File: src/rtl/puf_response_collector.sv
// puf_response_collector: fires the arbiter PUF, majority-votes each response bit, packs bytes and feeds uart_tx.
module puf_response_collector #(
  parameter int NUM_BITS = 128,
  parameter int VOTES    = 5,
  parameter int SETTLE   = 16,
  localparam int OW      = $clog2(NUM_BITS + 1)
) (
  input  logic          clk,
  input  logic          reset,
  input  logic          start,
  input  logic          puf_out,
  output logic          puf_in,
  output logic          chal_advance,
  output logic [7:0]    uart_data,
  output logic          uart_send,
  input  logic          uart_busy,
  output logic          busy,
  output logic          done,
  output logic [OW-1:0] ones_count
);
  typedef enum logic [2:0] {IDLE, LOW, HIGH, DECIDE, SEND, WAITTX, FIN} state_t;
  localparam int CW = $clog2(SETTLE);
  localparam int VW = $clog2(VOTES + 1);
  localparam logic [CW-1:0] C_LAST = CW'(SETTLE - 1);
  localparam logic [VW-1:0] V_LAST = VW'(VOTES - 1);
  localparam logic [VW-1:0] V_HALF = VW'(VOTES / 2);
  localparam logic [OW-1:0] B_ALL  = OW'(NUM_BITS);
  state_t        state_q, state_d;
  logic [CW-1:0] cnt_q, cnt_d;
  logic [VW-1:0] votes_q, votes_d, tally_q, tally_d;
  logic [OW-1:0] bits_q, bits_d, ones_q, ones_d;
  logic [7:0]    shift_q, shift_d, data_q, data_d;
  logic [1:0]    sync_q;
  logic          puf_in_q, puf_in_d, chal_q, chal_d, send_q, send_d;
  logic          busy_q, busy_d, done_q, done_d, dec;
  always_ff @(posedge clk or posedge reset) begin
    if (reset) begin
      state_q  <= IDLE;
      cnt_q    <= '0;
      votes_q  <= '0;
      tally_q  <= '0;
      bits_q   <= '0;
      ones_q   <= '0;
      shift_q  <= '0;
      data_q   <= '0;
      sync_q   <= '0;
      puf_in_q <= 1'b0;
      chal_q   <= 1'b0;
      send_q   <= 1'b0;
      busy_q   <= 1'b0;
      done_q   <= 1'b0;
    end else begin
      state_q  <= state_d;
      cnt_q    <= cnt_d;
      votes_q  <= votes_d;
      tally_q  <= tally_d;
      bits_q   <= bits_d;
      ones_q   <= ones_d;
      shift_q  <= shift_d;
      data_q   <= data_d;
      sync_q   <= {sync_q[0], puf_out};
      puf_in_q <= puf_in_d;
      chal_q   <= chal_d;
      send_q   <= send_d;
      busy_q   <= busy_d;
      done_q   <= done_d;
    end
  end
  always_comb begin
    state_d = state_q;
    cnt_d   = cnt_q;
    votes_d = votes_q;
    tally_d = tally_q;
    bits_d  = bits_q;
    ones_d  = ones_q;
    shift_d = shift_q;
    data_d  = data_q;
    dec     = tally_q > V_HALF;
    case (state_q)
      IDLE: if (start) begin
        state_d = LOW;
        cnt_d   = '0;
        votes_d = '0;
        tally_d = '0;
        bits_d  = '0;
        ones_d  = '0;
        shift_d = '0;
      end
      LOW: begin
        cnt_d   = cnt_q == C_LAST ? '0 : cnt_q + CW'(1);
        state_d = cnt_q == C_LAST ? HIGH : LOW;
      end
      HIGH: begin
        cnt_d = cnt_q == C_LAST ? '0 : cnt_q + CW'(1);
        if (cnt_q == C_LAST) begin
          tally_d = tally_q + VW'(sync_q[1]);
          votes_d = votes_q + VW'(1);
          state_d = votes_q == V_LAST ? DECIDE : LOW;
        end
      end
      DECIDE: begin
        shift_d = {shift_q[6:0], dec};
        ones_d  = ones_q + OW'(dec);
        tally_d = '0;
        votes_d = '0;
        bits_d  = bits_q + OW'(1);
        state_d = bits_q[2:0] == 3'd7 ? SEND : LOW;
      end
      SEND: if (!uart_busy) begin
        data_d  = shift_q;
        state_d = WAITTX;
      end
      // First WAITTX cycle is skipped so uart_busy has time to rise.
      WAITTX: if (cnt_q == '0) cnt_d = CW'(1);
      else if (!uart_busy) begin
        cnt_d   = '0;
        state_d = bits_q == B_ALL ? FIN : LOW;
      end
      default: state_d = IDLE;
    endcase
  end
  always_comb begin
    puf_in_d = state_d == HIGH;
    chal_d   = state_d == DECIDE;
    done_d   = state_d == FIN;
    busy_d   = state_d != IDLE && state_d != FIN;
    send_d   = state_q == SEND && state_d == WAITTX;
  end
  assign puf_in       = puf_in_q;
  assign chal_advance = chal_q;
  assign uart_send    = send_q;
  assign uart_data    = data_q;
  assign busy         = busy_q;
  assign done         = done_q;
  assign ones_count   = ones_q;
endmodule

File: config.mk
export PLATFORM = sky130hd
export DESIGN_NAME = puf_response_collector
export DESIGN_NICKNAME = d
export VERILOG_FILES = /design/src/rtl/puf_response_collector.sv
export SDC_FILE = /design/constraint.sdc
export NUM_CORES = 1
export LEC_CHECK = 0
export ABC_AREA = 0
export BUFFER_PORTS_ARGS = -buffer_cell sky130_fd_sc_hd__clkbuf_2
export CAP_MARGIN = 5
export CORE_MARGIN = 10
export CORE_UTILIZATION = 50
export CTS_BUF_LIST = sky130_fd_sc_hd__clkbuf_4 sky130_fd_sc_hd__clkbuf_8 sky130_fd_sc_hd__clkbuf_16
export DETAILED_ROUTE_END_ITERATION = 10
export GPL_TIMING_DRIVEN = 0
export PLACE_DENSITY_LB_ADDON = 0.3
export SYNTH_ARGS = -nofsm -noshare
export SYNTH_HDL_FRONTEND = slang
export SYNTH_SLANG_ARGS = --single-unit
export TNS_END_PERCENT = 5
File: constraint.sdc
create_clock -name clk -period 1.6 [get_ports clk]
set_input_delay 0 -clock clk [delete_from_list [all_inputs] [get_ports clk]]
set_output_delay 0 -clock clk [all_outputs]
set_load 0.02 [all_outputs]
### Yosys cells after proc, flatten, opt, wreduce, memory -nomap -nowiden

Index checks and enable logic that the tools add are counted.

* add/subtract/negate cells: 5
* $lt $le $gt $ge: 1
* eq/ne operators: 17
* multiplexer cells: 24
* bitwise gates (word level): 1
* reduce and logical (&&, ||, !) cells: 13

Operators with widths (count)
* $pmux 8 s2: 3
* $mux 3: 10
* $eq 3x3->1 const B: 6
* $pmux 3 s3: 2
* $pmux 3 s6: 1
* $mux 4: 4
* $eq 3x2->1 const B: 4
* $pmux 4 s3: 1
* $reduce_bool 3->1: 3
* $add 8x1->8: 1
* $add 8x1->8 const B: 1
* $eq 8x8->1 const B: 1
* $mux 8: 1
* $ne 3x3->1 const B: 2
* $reduce_and 3->1: 2
* $add 4x1->4 const B: 1
* $eq 4x4->1 const B: 1
* $logic_not 4->1: 1
* $mux 2: 2
* $ne 2x2->1 const B: 2
* $reduce_and 2->1: 2
* $add 3x1->3: 1
* $add 3x1->3 const B: 1
* $eq 3x1->1 const B: 1
* 6 further kinds: 7

* bits in registers: 52
* input bits: 5
* output and inout port bits: 21
* logic and storage cells: 75

### Longest topological paths before layout

* depth in word-level cells: 7
* depth in mapped cells: 7
* gate-level depth less buffers: 7

### Worst setup path before layout

No wires, ideal clock.

* path kind: register to register
* start point: register cnt_q[0]
* end point: register busy_q (netlist: busy)
* setup time: 0.142 ns
* data arrival time: 1.451 ns
* required time: 1.458 ns
* slack: 0.008 ns
* stages on the path, launching flop included: 8
* path buffers: 0
* period minus slack after synthesis: 1.592 ns
* cells stage by stage: dfrtp_1 inv_1 ha_1 nor3b_2 or2_0 or3_4 inv_1 a221oi_1

* longest elaborated chain between the ends: 5
* elaborated cells on any way between the ends: 9
* classes of those cells: eq/ne: 2; mux: 4; reduce/logical: 3

Ends and longest elaborated chain
* start, declared: line 29 `logic [CW-1:0] cnt_q, cnt_d;`
* start signal, assigned: line 54 `cnt_q <= cnt_d;`
* $eq 4x4->1 or $logic_not 4->1 (tied branches): line 91, 95, 114
* $mux 3 (tied with other cells): line 95 `if (cnt_q == C_LAST) begin`
* $pmux 3 s6 *: line 79 `case (state_q)`
* $ne 3x3->1 or $reduce_bool 3->1 (tied branches): line 126 `busy_d = state_d != IDLE && state_d != FIN;`
* $logic_and 1x1->1 *: line 126
* net busy_d: line 35 `logic busy_q, busy_d, done_q, done_d, dec;`
* end signal, assigned: line 65 `busy_q <= busy_d;`
* end, declared: line 35

The timed path passes the listed nets; every way through them passes the cells marked *.
A chain may end at the register's enable or synchronous reset.

### Worst setup path in the final report

* start point: register cnt_q[0]
* end point: register puf_in_q (netlist: puf_in)

* longest elaborated chain between the ends: 4
* elaborated cells on any way between the ends: 7
* classes of those cells: eq/ne: 2; mux: 4; reduce/logical: 1

Ends and longest elaborated chain
* $eq 4x4->1 or $logic_not 4->1 (tied branches): line 91, 95, 114
* $mux 3 (tied with other cells): line 95
* $pmux 3 s6 *: line 79
* $eq 3x2->1 *: line 123 `puf_in_d = state_d == HIGH;`
* net puf_in_d: line 34 `logic puf_in_q, puf_in_d, chal_q, chal_d, send_q, send_d;`
* end signal, assigned: line 62 `puf_in_q <= puf_in_d;`
* end, declared: line 34

Marked as above.

==> results.py <==
metrics = {
    "global_routing": {
        "grt_usage_pct": 12.2,
        "grt_pass1_wl_mm": 8.39,
        "grt_pass1_vias": 1798,
        "overflow": 0,
        "grt_max_degree": 28,
        "antenna_found_initial": 0,
    },
    "sta": {
        "timing.final.crit_share_pct": 103,
        "timing.final.crit_period_ns": 1.65,
        "hold_slack_ns": 0.0468,
        "tightest_slew_ns": 0.574,
        "hold_violations": 0,
        "finalClockSkew_ns": 0.00683,
        "rsz0062_at_grt": "true",
        "setup_viol_count_final": 4,
        "worst_slack_ns": -0.0519,
        "max-slew-margin-rel_pct": 61.7,
        "fmax_mhz": 605,
        "maxSlewViolCount": 0,
    },
    "logic_synthesis": {
        "muxShareOfSynthArea_pct": 4.85,
        "yosys.area_share.simple_pct": 15.4,
        "yosys_warnings": 0,
        "ys_types": 47,
        "synth_top_family_by_area": "compound AO/OA/AOI/OAI gates",
        "yosys_register_bits": 52,
        "syn_area_per_cell_sq_um": 11.3,
        "yosys.area_share.adder_pct": 5.56,
        "synth_area_sq_mm": 0.00248,
        "synth-xor-area-share_pct": 1.06,
        "synth-async-reset-ratio_pct": 100,
        "syn_inst": 219,
        "ys.flop_type": "dfrtp_1",
        "synth_edf_count": 0,
        "synth_compound_area_share_pct": 16.5,
        "yosysSeqAreaShare_pct": 52.6,
        "synth_nets": 235,
    },
    "job": {
        "cap_violations": 0,
    },
    "clocking": {
        "path_clk_slew_ns": 0.09,
        "cts.sinks": 52,
        "clk_latency_ns": 0.30,
        "htree_levels": 2,
        "root_buffer": "clkbuf_8",
        "clockBufferDepth": 2,
        "cts_inserted_buffers": 5,
        "cts_tree": "yes",
    },
    "layout": {
        "drive_gt1_share_pct": 29.0,
        "seqCellArea_sq_mm": 0.00130,
        "mostFrequentLayoutCells": "52 x dfrtp_1, 25 x clkbuf_2, 19 x nand2_1, 13 x a22o_1, 13 x o21ai_0",
        "final_util_pct": 60.9,
        "syn2layout_area_growth_pct": 16.9,
        "multi_input_area_sq_mm": 0.00111,
        "diodes": 0,
        "final_common_cell": "dfrtp_1",
        "fin_nets": 274,
        "fillers": 418,
    },
    "floorplan": {
        "coreArea_sq_mm": 0.00475,
        "rows": 25,
        "die_h_microns": 90.4,
        "die_area_sq_mm": 0.00817,
        "die_w_microns": 90.4,
        "start_util_pct": 52.1,
        "top_level_ports": 26,
    },
    "pwr": {
        "cellPowerDensity_mw_per_mm2": 744,
        "p_total_uw": 2150,
        "ir_worst_vdd_mv": 0.398,
        "p_leak_uw": 0.00139,
    },
    "route": {
        "wl_mm": 4.74,
        "drcViolationCount": 0,
        "ant_nets": 0,
        "drt-initial-drc-count": 63,
        "via_per_inst": 5.46,
        "detail_route.wl_per_cell_microns": 14.5,
        "num_vias": 1779,
        "firstDrtPassIters": 4,
    },
    "worst_setup_path": {
        "regToRegEndpoint": "puf_in",
        "crit_path_end_kind": "flop",
        "endpoint": "puf_in",
        "cpPeakStageDelay_ns": 0.42,
        "worstSetupPathType": "flop to flop",
        "critPathLaunchType": "flop",
        "cp_slowest_cell": "dfrtp_1",
        "ff2ff_setup_slack_ns": -0.05,
        "r2r-start": "cnt_q[0]",
        "critPathLaunch": "cnt_q[0]",
        "cp_max_fo": 5,
        "worstPathArrival_ns": 1.88,
        "required_ns": 1.83,
        "r2r_cells": 6,
        "path_cells": "inv_1 -> ha_2 -> nor3b_4 -> or2_1 -> or3_4 -> a22oi_2",
    },
    "placed_design": {
        "portBuffers": 25,
        "hpwl_mm": 3.34,
        "routabilityCongestion": 0.871,
    },
    "status": {
        "status": "finished with violations",
        "violations": "setup timing",
    },
    "worst_hold_path": {
        "hold_class": "input pin to flop",
    },
}
[stage by stage]
stage                     TNS [ns]  setup WS, ns  instance area [sq um]  cells
after floorplan                  0       0.00778                   2480    219
after global placement      -16.02        -0.306                   2690    311
after detailed placement    -0.321       -0.0982                   2710    312
after CTS                   -0.267       -0.0836                   2860    324
after global routing        -0.703        -0.148                   2900    326
final                       -0.147       -0.0519                   2900    326
[per-layer routing]
metal | part of all wire, % | up-vias | track usage, %
met1 | 46 | 882 | 14.7
met2 | 49 | 26 | 19.9
met4 | 1.2 | 0 | 4.91
met5 | 0 | - | 0
li1 | - | 867 | -
met3 | 4.5 | 4 | 3.57
[sequential cells by signal (all words and copies together) (netlist names)]
name	count
votes_q	3
puf_in	1
tally_q	3
done	1
busy	1
cnt_q	4
uart_data	8
chal_advance	1
state_q	3
shift_q	8
bits_q	8
sync_q	2
ones_count	8
uart_send	1
[cells by family (layout without fill, tap and decap cells)]
kind of cell             after synthesis  in the layout
multiplexers                          11             11
AO/OA/AOI/OAI                         55             55
adder cells (fa/ha/maj)               11             11
XOR/XNOR                               3              3
buffers and inverters                 19             59
flip-flops                            52             52
AND/OR/NAND/NOR                       68             68
[cell usage after synthesis (all sizes together), types with 2 or more instances]
cell type	n	share of area (%)
nor3	4	1.0
mux2	8	3.6
or2	2	0.51
o31ai	6	1.8
nand3	13	2.6
o21ai	14	2.8
nand2	20	3.1
o211ai	5	1.5
nor2	13	2.0
nor2b	3	0.86
buf	9	2.6
and2	4	1.0
ha	11	5.6
a21oi	4	0.81
dfrtp	52	53
a32o	4	1.6
xor2	2	0.71
a22o	13	4.6
a21o	2	0.61
inv	9	1.4
mux2i	3	1.2
nand4	2	0.76
[how the worst min path moves through the flow]
stage          startpoint            to  slack, ns  cells after the start
2_1_floorplan     puf_out     sync_q[0]       0.03                      0
3_3_place_gp      puf_out     sync_q[0]       0.11                      1
3_5_place_dp        reset  uart_data[6]       0.08                      2
4_1_cts             start          busy       0.03                      3
5_1_grt             start          busy       0.03                      3
6_report            start          busy       0.05                      3
[layout make-up]
type                       count  area share [%]
clock buffer                   7            3.11
timing repair buffer          32            6.74
clock inverter                 1           0.259
multi-input combinational    148            38.5
buffer                        10            2.38
sequential                    52            44.9
tap                           67            2.90
inverter                       9            1.17
[worst max-delay path, delay by kind of cell (launching register included)]
family	cells	cell delay (ns)
simple gates	3	0.78
flops	1	0.42
fa+ha+maj	1	0.16
compound gates	1	0.16
buf+inv	1	0.06
[what timing repair did]
action                                  CTS  global route
resized for setup                         6             5
hold buffers                              2             0
pin swaps                                 3             4
hold endpoints to repair                 27             0
cloned                                    0             0
endpoints found under the setup margin   11            17
buffers inserted                          2             2
[power by group]
part           switching [uW]  internal (uW)
clock                     414            369
combinational            34.5           18.8
sequential               1.62           1320
total                     450           1700
Power figures use the tool's default switching activity.
